===== config.mk =====
export PLATFORM = sky130hd
export DESIGN_NAME = data_mem_arbiter
export DESIGN_NICKNAME = d
export VERILOG_FILES = /design/src/rtl/data_mem_arbiter.sv
export SDC_FILE = /design/constraint.sdc
export NUM_CORES = 1
export LEC_CHECK = 0
export CORE_AREA = 4 4 103 105
export DETAILED_ROUTE_END_ITERATION = 7
export DIE_AREA = 0 0 107 109
export GPL_TIMING_DRIVEN = 1
export HOLD_SLACK_MARGIN = 0.03
export PLACE_DENSITY = 0.77
export SETUP_SLACK_MARGIN = 0.15
export SYNTH_ARGS = -nofsm -noshare
export SYNTH_HDL_FRONTEND = slang
export SYNTH_SLANG_ARGS = --single-unit

===== constraint.sdc =====
create_clock -name clk_i -period 1.7 [get_ports clk_i]
set_input_delay 0.34 -clock clk_i [delete_from_list [all_inputs] [get_ports clk_i]]
set_output_delay 0.34 -clock clk_i [all_outputs]
set_load 0.05 [all_outputs]

===== src/rtl/data_mem_arbiter.sv =====
// Data-memory port arbiter: shares one req/gnt/rvalid memory port between the LSU (port 0)
// and instruction fetch (port 1, read-only). Granted transactions are remembered in an
// in-order ID FIFO so each response is routed back to the requester that issued it.
// Optional feature macro: DATA_MEM_ARB_ROUND_ROBIN_EN (alternate winners under contention;
// default build uses fixed LSU-over-IF priority).
module data_mem_arbiter #(
    parameter int unsigned ADDR_WIDTH      = 32,
    parameter int unsigned DATA_WIDTH      = 32,
    parameter int unsigned MAX_OUTSTANDING = 2
) (
    input  logic                  clk_i,
    input  logic                  rst_i,
    input  logic                  lsu_req_i,
    output logic                  lsu_gnt_o,
    output logic                  lsu_rvalid_o,
    input  logic [ADDR_WIDTH-1:0] lsu_addr_i,
    input  logic                  lsu_we_i,
    input  logic [DATA_WIDTH-1:0] lsu_wdata_i,
    output logic [DATA_WIDTH-1:0] lsu_rdata_o,
    input  logic                  if_req_i,
    output logic                  if_gnt_o,
    output logic                  if_rvalid_o,
    input  logic [ADDR_WIDTH-1:0] if_addr_i,
    output logic [DATA_WIDTH-1:0] if_rdata_o,
    output logic                  data_req_o,
    input  logic                  data_gnt_i,
    input  logic                  data_rvalid_i,
    output logic [ADDR_WIDTH-1:0] data_addr_o,
    output logic                  data_we_o,
    output logic [DATA_WIDTH-1:0] data_wdata_o,
    input  logic [DATA_WIDTH-1:0] data_rdata_i,
    output logic                  spurious_rvalid_o
);

    localparam int unsigned PtrW = (MAX_OUTSTANDING > 1) ? $clog2(MAX_OUTSTANDING) : 1;
    localparam int unsigned CntW = $clog2(MAX_OUTSTANDING + 1);

    localparam logic IdLsu = 1'b0;
    localparam logic IdIf  = 1'b1;

    typedef enum logic {
        ArbIdle,
        ArbHold
    } arb_state_e;

    arb_state_e                 state_q, state_d;
    logic                       owner_q, owner_d;
    logic [MAX_OUTSTANDING-1:0] fifo_q, fifo_d;
    logic [PtrW-1:0]            wr_ptr_q, wr_ptr_d;
    logic [PtrW-1:0]            rd_ptr_q, rd_ptr_d;
    logic [CntW-1:0]            count_q, count_d;

    logic winner;
    logic sel_valid;
    logic sel_id;
    logic full;
    logic grant;
    logic pop;
    logic head_id;

    assign full    = (count_q == CntW'(MAX_OUTSTANDING));
    assign grant   = sel_valid & data_gnt_i;
    assign pop     = data_rvalid_i & (count_q != '0);
    assign head_id = fifo_q[rd_ptr_q];

    // Pointers wrap modulo the FIFO depth, which need not be a power of two.
    function automatic logic [PtrW-1:0] ptr_inc(input logic [PtrW-1:0] p);
        return (p == PtrW'(MAX_OUTSTANDING - 1)) ? '0 : p + 1'b1;
    endfunction

`ifdef DATA_MEM_ARB_ROUND_ROBIN_EN
    logic last_winner_q, last_winner_d;

    // Under contention the requester that did not win last time gets the port.
    always_comb begin
        if (lsu_req_i && if_req_i) begin
            winner = ~last_winner_q;
        end else if (lsu_req_i) begin
            winner = IdLsu;
        end else begin
            winner = IdIf;
        end
    end

    // Remember who was granted most recently.
    always_comb begin
        last_winner_d = last_winner_q;
        if (grant) begin
            last_winner_d = sel_id;
        end
    end

    // Last-winner register.
    always_ff @(posedge clk_i or posedge rst_i) begin
        if (rst_i) begin
            last_winner_q <= IdIf;
        end else begin
            last_winner_q <= last_winner_d;
        end
    end
`else
    // Fixed priority: LSU always beats fetch.
    always_comb begin
        winner = lsu_req_i ? IdLsu : IdIf;
    end
`endif

    // Arbitration FSM: pick a winner in idle, lock it until the memory grants.
    always_comb begin
        state_d   = state_q;
        owner_d   = owner_q;
        sel_valid = 1'b0;
        sel_id    = owner_q;
        unique case (state_q)
            ArbIdle: begin
                // A full FIFO blocks issue even if a response frees a slot this cycle.
                if (!full && (lsu_req_i || if_req_i)) begin
                    sel_valid = 1'b1;
                    sel_id    = winner;
                    if (!data_gnt_i) begin
                        state_d = ArbHold;
                        owner_d = winner;
                    end
                end
            end
            ArbHold: begin
                sel_valid = 1'b1;
                sel_id    = owner_q;
                if (data_gnt_i) begin
                    state_d = ArbIdle;
                end
            end
            default: state_d = ArbIdle;
        endcase
    end

    // ID FIFO and outstanding counter: push on grant, pop on a matched response.
    always_comb begin
        fifo_d   = fifo_q;
        wr_ptr_d = wr_ptr_q;
        rd_ptr_d = rd_ptr_q;
        count_d  = count_q;
        if (grant) begin
            fifo_d[wr_ptr_q] = sel_id;
            wr_ptr_d         = ptr_inc(wr_ptr_q);
        end
        if (pop) begin
            rd_ptr_d = ptr_inc(rd_ptr_q);
        end
        unique case ({grant, pop})
            2'b10:   count_d = count_q + 1'b1;
            2'b01:   count_d = count_q - 1'b1;
            default: count_d = count_q;
        endcase
    end

    // Output muxing; everything is forced low while reset is held.
    always_comb begin
        data_req_o        = 1'b0;
        data_addr_o       = '0;
        data_we_o         = 1'b0;
        data_wdata_o      = '0;
        lsu_gnt_o         = 1'b0;
        if_gnt_o          = 1'b0;
        lsu_rvalid_o      = 1'b0;
        lsu_rdata_o       = '0;
        if_rvalid_o       = 1'b0;
        if_rdata_o        = '0;
        spurious_rvalid_o = 1'b0;
        if (!rst_i) begin
            data_req_o = sel_valid;
            if (sel_valid) begin
                if (sel_id == IdLsu) begin
                    data_addr_o  = lsu_addr_i;
                    data_we_o    = lsu_we_i;
                    data_wdata_o = lsu_wdata_i;
                    lsu_gnt_o    = data_gnt_i;
                end else begin
                    data_addr_o  = if_addr_i;
                    if_gnt_o     = data_gnt_i;
                end
            end
            if (pop) begin
                if (head_id == IdLsu) begin
                    lsu_rvalid_o = 1'b1;
                    lsu_rdata_o  = data_rdata_i;
                end else begin
                    if_rvalid_o  = 1'b1;
                    if_rdata_o   = data_rdata_i;
                end
            end
            spurious_rvalid_o = data_rvalid_i & (count_q == '0);
        end
    end

    // State registers.
    always_ff @(posedge clk_i or posedge rst_i) begin
        if (rst_i) begin
            state_q  <= ArbIdle;
            owner_q  <= IdIf;
            fifo_q   <= '0;
            wr_ptr_q <= '0;
            rd_ptr_q <= '0;
            count_q  <= '0;
        end else begin
            state_q  <= state_d;
            owner_q  <= owner_d;
            fifo_q   <= fifo_d;
            wr_ptr_q <= wr_ptr_d;
            rd_ptr_q <= rd_ptr_d;
            count_q  <= count_d;
        end
    end

endmodule


# Word-level counts from Yosys, hierarchy flattened
# Cells that the tools add are included.
word_totals:
  reg_bits: 8
  in_bits: 135
  out_inout_bits: 135
  wordCells: 74
op_classes:
  n_addsub: 4
  n_lt_le_gt_ge: 3
  eq_ne: 3
  muxes: 45
  bitwise: 5
  n_reduce_logical: 8
op_table:
  columns: ["operator", "count"]
  rows:
  - ["32-bit two-way mux", 12]
  - ["1-bit two-way mux", 27]
  - ["1-bit one-hot mux with 2 select lines", 3]
  - ["2-bit equality test, second input constant", 2]
  - ["1-bit by 2-bit less-than comparator with 1-bit output, second input constant", 2]
  - ["2-bit one-hot mux with 2 select lines", 1]
  - ["2-bit nonzero test", 2]
  - ["1-bit bitwise AND", 3]
  - ["3-bit AND reduction", 1]
  - ["1-bit adder, second input constant", 2]
  - ["2-bit by 1-bit adder with 2-bit output, second input constant", 1]
  - ["2-bit bitwise mux", 1]
  - ["2-bit by 1-bit equality test with 1-bit output, second input constant", 1]
  - ["1-bit logical AND", 2]
  - ["2-bit logical NOT", 1]
  - ["1-bit inverter", 2]
  - ["2-bit by 1-bit subtractor with 2-bit output, second input constant", 1]
  - ["1-bit demux with 1-bit select", 1]
  - ["1-bit greater-or-equal comparator, second input constant", 1]
  - ["1-bit logical NOT", 1]
  - ["1-bit logical OR", 1]

# Longest topological paths before layout
# Gate-level depths: netlist (run 1).
logic_depth:
  depth_word: 8
  ltp_mapped: 8
  depth_no_buf: 7

# Worst setup path after synthesis (run 1)
# OpenSTA, ideal clock, no wires.
synth_path:
  path_type: "reg2out"
  from: "register count_q[0]"
  to: "output data_addr_o[10]"
  t_arrival_ns: 1.943
  t_required_ns: 1.360
  slack_ns: -0.583
  stages_incl_launch_ff: 7
  path_buffers: 2
  cell_sequence: "dfrtp_1 buf_4 nand2b_4 a31oi_4 buf_6 o21ai_1 a21oi_1"
synth_between:
  elab_chain_len: 8
  word_cells_on_any_way: 10
  classes_between: "eq/ne (1); mux (7); reduce/logical (2)"
synth_lines:
  columns: ["element", "line", "source"]
  rows:
  - ["start, declared", "51", "logic [CntW-1:0] count_q, count_d;"]
  - ["start signal, assigned", "211", "count_q <= count_d;"]
  - ["2-bit equality test *", "61", "assign full = (count_q == CntW'(MAX_OUTSTANDING));"]
  - ["1-bit logical NOT *", "117", "if (!full && (lsu_req_i || if_req_i)) begin"]
  - ["1-bit logical AND *", "117", null]
  - ["1-bit two-way mux", "117", null]
  - ["1-bit one-hot mux with 2 select lines", "114", "unique case (state_q)"]
  - ["32-bit two-way mux", "173", "if (sel_id == IdLsu) begin"]
  - ["32-bit two-way mux *", "172", "if (sel_valid) begin"]
  - ["32-bit two-way mux *", "170", "if (!rst_i) begin"]
  - ["end, declared", "28", "output logic [ADDR_WIDTH-1:0] data_addr_o,"]
# Every way passes the cells marked *; elsewhere a longest branch is shown, timed or not.

# Final worst setup path (run 1)
layout_path:
  from: "register count_q[0]"
  to: "output data_addr_o[31]"
# Same word-level chain as after synthesis.

==> summary by stage, run 1 <==
Status
The flow ran to the end, but the final reports show violations. The checks that failed: setup timing.

Synthesis
The synthesized netlist contains 36 unique library cells. Averaged over all synthesized cells, the footprint is 6.692 sq um. Synthesis produced 270 cells.

Sequential elements use 11.15% of the synthesized area. The synthesized area is 1807 sq um. The count of yosys warnings during synthesis is 0.

The number of nets in the synthesized netlist is 406. The synthesis-stage register bit count is 8.

Route
The final wirelength is 16170 um. The via count normalized by instance count is ~4.8. After detailed routing, the average wire length per cell comes to 22.43 um. Summing over every cut layer, the via total after detailed routing is approximately 3500.

The final antenna-violating net count is 0. For this run, the detailed router's first-pass iteration total came to 4. The total DRC errors in the routed layout is 0.

The detailed router finished its first iteration with 132 violations.

Clock tree
The number of clock buffers added by TritonCTS is 3. The clock root buffer master is clkbuf_8. The clock passes through at most 2 buffers.

The source-to-sink clock delay at the later pin of the worst-skew pair is 0.23 ns. The clock sink total is 8. TritonCTS built the clock tree.

In this run the number of H-tree levels came out at 1. Clock-pin slew was measured on the worst setup and hold paths at approximately 0.04 ns.

Worst setup path
By startpoint and endpoint, the worst setup path is classified as flip-flop to output pin. STA classifies the critical path endpoint as an output pin. The register-to-register setup slack is -0.08 ns. In this run the critical register-to-register path is launched from count_q[1]$_DFFE_PP0P_. The terminus of the critical flop-to-flop path is count_q[1]$_DFFE_PP0P_. The data arrival time of the worst path is about 1.8 ns. Measured in cells, the most critical reg-to-reg path has a length of 9. Data on the critical path is required at its endpoint by 1.36 ns. The critical path startpoint category is a flip-flop. The peak fanout along the critical path is 8.

Pwr
The areal power density over the cells is between 1000 and 1500 nW/um^2. Summed over all cells, the static leakage comes to 3.153 nW. The design draws 0.01102 W. The worst voltage drop across the vdd grid is 640.3 uV.

Final layout
The fill cell total of the finished layout is between 400 and 500. The layout overhead on the synthesized area is 347.1%. Cells with a size suffix above 1 make up 69.68% of the layout. The area occupied by multi-input gates is 2466 sq um.

The combined flip-flop and latch cell area is 202.7 sq um. Leaving out fill and tap cells, the most frequent cell in the layout is buf_12. The net total in the final layout is between 700 and 800. The number of cells in the finished layout apart from fillers is 721. In the layout the commonest cells are buf_12 (150), clkdlybuf4s50_1 (130), and2_4 (63), and3_4 (36), a21oi_4 (26).

GRT
The via count of the first global-routing pass is 3716. The first global-routing pass estimated 21460 um of wire. The largest net degree at the start of global routing is 37. The total overflow left after global routing is 0. Across every metal layer, demand over resource in global routing totals 23.45%. The initial antenna violation count was 1.

STA
The final max-slew violation count is 0. After layout, the worst path uses 124.2% of the clock period. Setup repair after global routing could not meet its margin everywhere.

The count of endpoints failing hold in the final timing report is 0. The highest clock frequency the design can meet is 473.6 MHz. The worst slew margin relative to its limit is just over 80%. Subtracting the final worst setup slack from the clock period gives roughly 2.1 ns. The setup slack after layout is -0.4115 ns. Clock skew on the completed layout was measured at 0.001339 ns. At the pin with the least slew margin, the transition time is 0.2645 ns. Setup violations remaining at the end of the flow were counted as 137.

Floorplan
Once the floorplan was initialized, standard cells occupied 18.74% of the core. During I/O placement, the number of pins put on the boundary was 270. The die is 107 um wide. The floorplan step set the die height to 109 um. The core area is 9639 sq um. The floorplan die area is ~12000 sq um. The floorplan has 36 rows.

Hold path
The end point of the worst hold path is wr_ptr_q$_DFFE_PP0P_. The number of stages on the worst hold path is 1. In this run the worst hold path is classified as flip-flop to flip-flop.

The worst hold path begins at wr_ptr_q$_DFFE_PP0P_.

Job
Max-cap violations in this run came to 0.

Place
Routability-driven placement finished with a final weighted congestion of 0.8628. After detailed placement, the design holds a cell count of 678. Timing analysis after detailed placement gives a worst setup slack of -0.5493 ns. In this run the tool buffered the top-level ports with 269 buffer cells.

Summed over all nets, the half-perimeter wirelength after detailed placement is roughly 11000 um.
## per-layer routing
metal  up-vias  track usage [%]  share of wire, %
met5         -                0                 0
met4         0            7.397               2.5
met3        28            3.967               5.8
met2       174            46.49                57
met1      1670            25.06                35
li1       1586                -                 -
## cell type report
class | count | share of cell area, %
timing repair inverter | 2 | 0.5731
inverter | 4 | 0.3717
multi-input combinational | 230 | 30.53
tap | 133 | 2.060
antenna | 1 | 0.03098
clock buffer | 4 | 0.5576
sequential | 8 | 2.509
timing repair buffer | 339 | 63.37
## report_power, final
part           switching [W]  internal (W)
Clock              0.0000810      0.000163
Sequential          0.000114      0.000300
Combinational        0.00515       0.00521
Total                0.00535       0.00567
## state kept, by name (all words and copies together), names as in the netlist
signal,flops
count_q,2
fifo_q,2
owner_q,1
rd_ptr_q,1
state_q,1
wr_ptr_q,1
## worst max-delay path: stages, from the launching register on
cell	delay [ns]
dfrtp_1	0.40
nand2b_4	0.19
and3_4	0.19
buf_4	0.14
buf_12	0.14
o21ai_2	0.22
a21oi_4	0.10
buf_12	0.15
## how the worst max path moves through the flow
| stage | startpoint | endpoint | slack, ns |
|---|---|---|---|
| 6_report | count_q[0]$_DFFE_PP0P_ | data_addr_o[31] | -0.41 |
| 5_1_grt | count_q[0]$_DFFE_PP0P_ | data_addr_o[3] | -0.48 |
| 4_1_cts | count_q[0]$_DFFE_PP0P_ | data_addr_o[15] | -0.35 |
| 3_5_place_dp | if_req_i | data_addr_o[15] | -0.55 |
| 3_3_place_gp | if_req_i | data_addr_o[18] | -0.48 |
| 2_1_floorplan | count_q[0]$_DFFE_PP0P_ | data_addr_o[10] | -0.28 |
## synthesized netlist by cell type (all sizes together)
| cell | instances | area share, % |
|---|---|---|
| xor2 | 2 | 0.97 |
| o21a | 2 | 0.83 |
| nand2b | 1 | 0.76 |
| mux2 | 2 | 1.2 |
| nand3b | 1 | 0.42 |
| a31oi | 1 | 1.2 |
| a22oi | 1 | 0.42 |
| dfrtp | 7 | 9.7 |
| nand3 | 34 | 9.7 |
| dfstp | 1 | 1.5 |
| nor3 | 1 | 0.28 |
| mux2i | 1 | 0.55 |
| nor2 | 5 | 1.0 |
| xnor2 | 3 | 1.5 |
| buf | 23 | 9.0 |
| ha | 1 | 0.69 |
| o21ai | 34 | 10 |
| nor2b | 2 | 1.1 |
| inv | 4 | 0.97 |
| nand2 | 4 | 1.7 |
| clkbuf | 5 | 1.0 |
| o211a | 1 | 0.55 |
| a31o | 1 | 0.97 |
| nor3b | 1 | 0.42 |
| a21oi | 32 | 8.9 |
| and3 | 36 | 13 |
| and2 | 64 | 22 |
## cell families after synthesis
kind of cell             Yosys count  share of synthesized area (%)
AND/OR/NAND/NOR                  149                          50.07
AO/OA/AOI/OAI                     72                          22.85
buffers and inverters             32                          11.01
flip-flops                         8                          11.15
XOR/XNOR                           5                          2.424
multiplexers                       3                          1.800
adder cells (fa/ha/maj)            1                         0.6924
## repair_timing
action                                  4_1_cts  5_1_grt
gates cloned                                  9        8
hold buffers                                  0        0
pin swaps                                    54       19
resized for setup                            77       32
buffers inserted                             16        5
endpoints found under the setup margin      139      139
## per-stage QoR
stage | setup TNS [ns] | hold slack (ns) | utilization (%) | instance area (sq um)
final | -43.94 | 0.5231 | 83.80 | 8078
after global routing | -50.72 | 0.5428 | 83.80 | 8078
after CTS | -39.35 | 0.4746 | 79.98 | 7710
after detailed placement | -58.36 | 0.4809 | 72.59 | 6997
after global placement | -54.35 | 0.4771 | 72.59 | 6997
after floorplan | -7.561 | 0.1846 | - | 2690
No activity file was read; power rests on OpenSTA's default activity.
==> inputs of run 2 (changes only) <==
--- a/config.mk
+++ b/config.mk
@@ -11,7 +11,7 @@
 export GPL_TIMING_DRIVEN = 1
 export HOLD_SLACK_MARGIN = 0.03
 export PLACE_DENSITY = 0.77
-export SETUP_SLACK_MARGIN = 0.15
+export SKIP_CTS_REPAIR_TIMING = 1
 export SYNTH_ARGS = -nofsm -noshare
 export SYNTH_HDL_FRONTEND = slang
 export SYNTH_SLANG_ARGS = --single-unit
==> summary by stage, run 2 (synthesis results as in run 1) <==
STA
The hold slack is 0.3897 ns (-0.1334 ns). The setup slack after layout is -0.4270 ns (-0.01551 ns). The highest clock frequency the design can meet is 470.1 MHz (-0.73%). The final worst-path cycle share is 125.1% (+0.91 points). The count of endpoints failing hold in the final timing report is 0 (unchanged). The total of endpoints with negative setup slack in the final report is 135 (-1.5%). The final max-slew violation count came to 0 (unchanged). The worst slew margin relative to its limit was 78.33% (-3.9 points).

The worst-margin pin slew is 0.3244 ns (+0.06000 ns). The minimum period implied by the final worst setup slack is 2.127 ns (+0.01551 ns). The setup skew after layout was 0.002337 ns (+0.0009978 ns).

Setup repair after global routing could not meet its margin everywhere.

Route
The violation count after the first detailed-routing iteration is 132 (unchanged). The total iterations of the first detailed-routing run is 4 (unchanged). The final antenna-violating net count came to 0 (unchanged). The routed wire length per instance is 19.92 um (-11%). The via count normalized by instance count is 4.774 (-0.47%). The via total after detailed routing is 3313 (-4.2%). The total DRC errors in the routed layout is 0 (unchanged).

The final wirelength came to 13830 um (-15%).

Final layout
The final core area utilization is 76.86% (-6.9 points). The area of all placed cells without fillers was 7408 sq um (-8.3%). The count of inserted antenna diode cells came to 0 (-1).

The net total in the final layout is 698 (-3.6%). In the final layout, the registers with the most flip-flops are count_q x2, fifo_q x2. The fill cell total of the finished layout is 591 (+23%). The number of cells in the finished layout apart from fillers is 694 (-3.7%). The fraction of layout cells with a size suffix above 1 came to 64.53% (-5.1 points). The library cell used most frequently in the layout, excluding fill and tap cells, is buf_12. The library cells used most frequently in the layout, excluding fill and tap cells, are buf_12 (148), clkdlybuf4s50_1 (130), and3_4 (36), and2_4 (31), and2_2 (30). From synthesis to final layout, the design area changed by 310.0%.

Place
The number of buffer cells added on primary ports is 269 (unchanged). The worst setup slack after placement is -0.6217 ns (-0.07240 ns). The routability-driven placement congestion ratio was 0.7318 (-15%).

The post-detailed-placement cell area is 6927 sq um (-1.0%). The number of cells in the design after placement is 676 (-0.29%). The total half-perimeter wirelength after legalization and detailed placement is 10330 um (-3.3%).

Hold path
The class of the tightest hold or removal check is input pin to asynchronous set/reset pin.

Worst setup path
The worst setup path is of the flip-flop to output pin kind. The peak fanout along the critical path was 7 (-1). The data arrival time of the worst path is 1.79 ns (+0.02 ns).

The worst endpoint required time is 1.36 ns (about the same). The worst setup path is captured at an output pin. The critical path startpoint category is a flip-flop.

GRT
The largest net degree at the start of global routing is 37 (unchanged). The aggregate global routing overflow is 0 (unchanged). The initial antenna violation count is 1 (unchanged). The total global-route track usage is 19.60% (-3.9 points).

The first-pass GRT wire length is 18340 um (-15%). The via count of the first global-routing pass was 3506 (-5.7%).

Floorplan
The floorplan die area was 11660 sq um (unchanged). The starting density of the core came to 18.74% (unchanged). The core area came to 9639 sq um (unchanged). The die extent in x is 107 um (unchanged). The die extent in y is 109 um (unchanged). The number of placement rows is 36 (unchanged). The number of placed I/O pins is 270 (unchanged).

Clock tree
The clock-pin slew on the worst setup and hold paths is 0.04 ns (about the same). The cell sitting at the root of the clock tree is a clkbuf_8. The TritonCTS clock tree is yes. The source-to-sink clock delay at the later pin of the worst-skew pair is 0.23 ns (about the same). The clock sink total is 8 (unchanged). The count of H-tree levels built during CTS is 1 (unchanged). The number of clock buffers inserted by TritonCTS came to 3 (unchanged).

The maximum clock path buffer count is 2 (unchanged).

Pwr
The leakage power figure is 2.895 nW (-8.2%). The areal power density over the cells is 1308 nW/um^2 (-4.2%). The worst voltage drop across the vdd grid is 576.3 uV (-10%).

Status
The flow ran to the end, but the final reports show violations. The checks that failed: setup timing.

Job
The max-capacitance violation count is 0 (unchanged).
## run 2: worst paths after layout
kind | startpoint | to | slack, ns | cells past startpoint
hold / removal | rst_i | wr_ptr_q$_DFFE_PP0P_ | 0.39 | 4
hold reg to reg | wr_ptr_q$_DFFE_PP0P_ | wr_ptr_q$_DFFE_PP0P_ | 0.50 | 1
min in group clk_i | wr_ptr_q$_DFFE_PP0P_ | wr_ptr_q$_DFFE_PP0P_ | 0.50 | 1
max in group asynchronous | rst_i | owner_q$_DFFE_PP1P_ | 1.10 | 4
setup reg to reg | count_q[0]$_DFFE_PP0P_ | count_q[1]$_DFFE_PP0P_ | -0.09 | 9
setup / recovery | count_q[1]$_DFFE_PP0P_ | data_addr_o[29] | -0.43 | 6
## run 2: critical path, cell delays in order (launching register included)
cell       delay (ns)
dfrtp_2          0.43
nand2b_4         0.13
a31o_4           0.28
clkbuf_16        0.19
nand3_1          0.12
a21oi_2          0.23
buf_12           0.17
## run 2: where the power goes
| part | internal [W] | switching (W) |
|---|---|---|
| Clock | 0.000163 | 0.0000796 |
| Sequential | 0.000300 | 0.000108 |
| Combinational | 0.00436 | 0.00468 |
| Total | 0.00483 | 0.00486 |
## run 2: final cells by class
cell class	count	area, sq um	area share [%]
repair buffers	315	4668	63.01
multi-input cells	230	2298	31.03
flip-flops and latches	8	202.7	2.736
well taps	133	166.4	2.246
clock buffers	4	45.04	0.6080
inverters	4	27.53	0.3716
## run 2: metrics by stage
step                total power (W)  TNS, ns
detailed placement         0.008619   -67.29
finish                     0.009690   -40.54
CTS                        0.008880   -67.97
global route                0.01008   -50.31
global placement           0.008444   -61.65
floorplan                  0.005070   -7.539
## run 2: routing by layer
layer	GRT usage, %	vias up	routed length, um
li1	-	1535	-
met1	18.65	1585	4393
met2	39.66	174	7866
met3	8.703	17	1402
met4	2.100	2	150
met5	0	-	13
==> inputs of run 3 (changes only) <==
--- a/config.mk
+++ b/config.mk
@@ -5,6 +5,7 @@
 export SDC_FILE = /design/constraint.sdc
 export NUM_CORES = 1
 export LEC_CHECK = 0
+export ABC_CLOCK_PERIOD_IN_PS = 1700
 export CORE_AREA = 4 4 103 105
 export DETAILED_ROUTE_END_ITERATION = 7
 export DIE_AREA = 0 0 107 109
==> results of run 3 <==
Same layout as run 2: the final DEF is identical, and so are final timing and power.
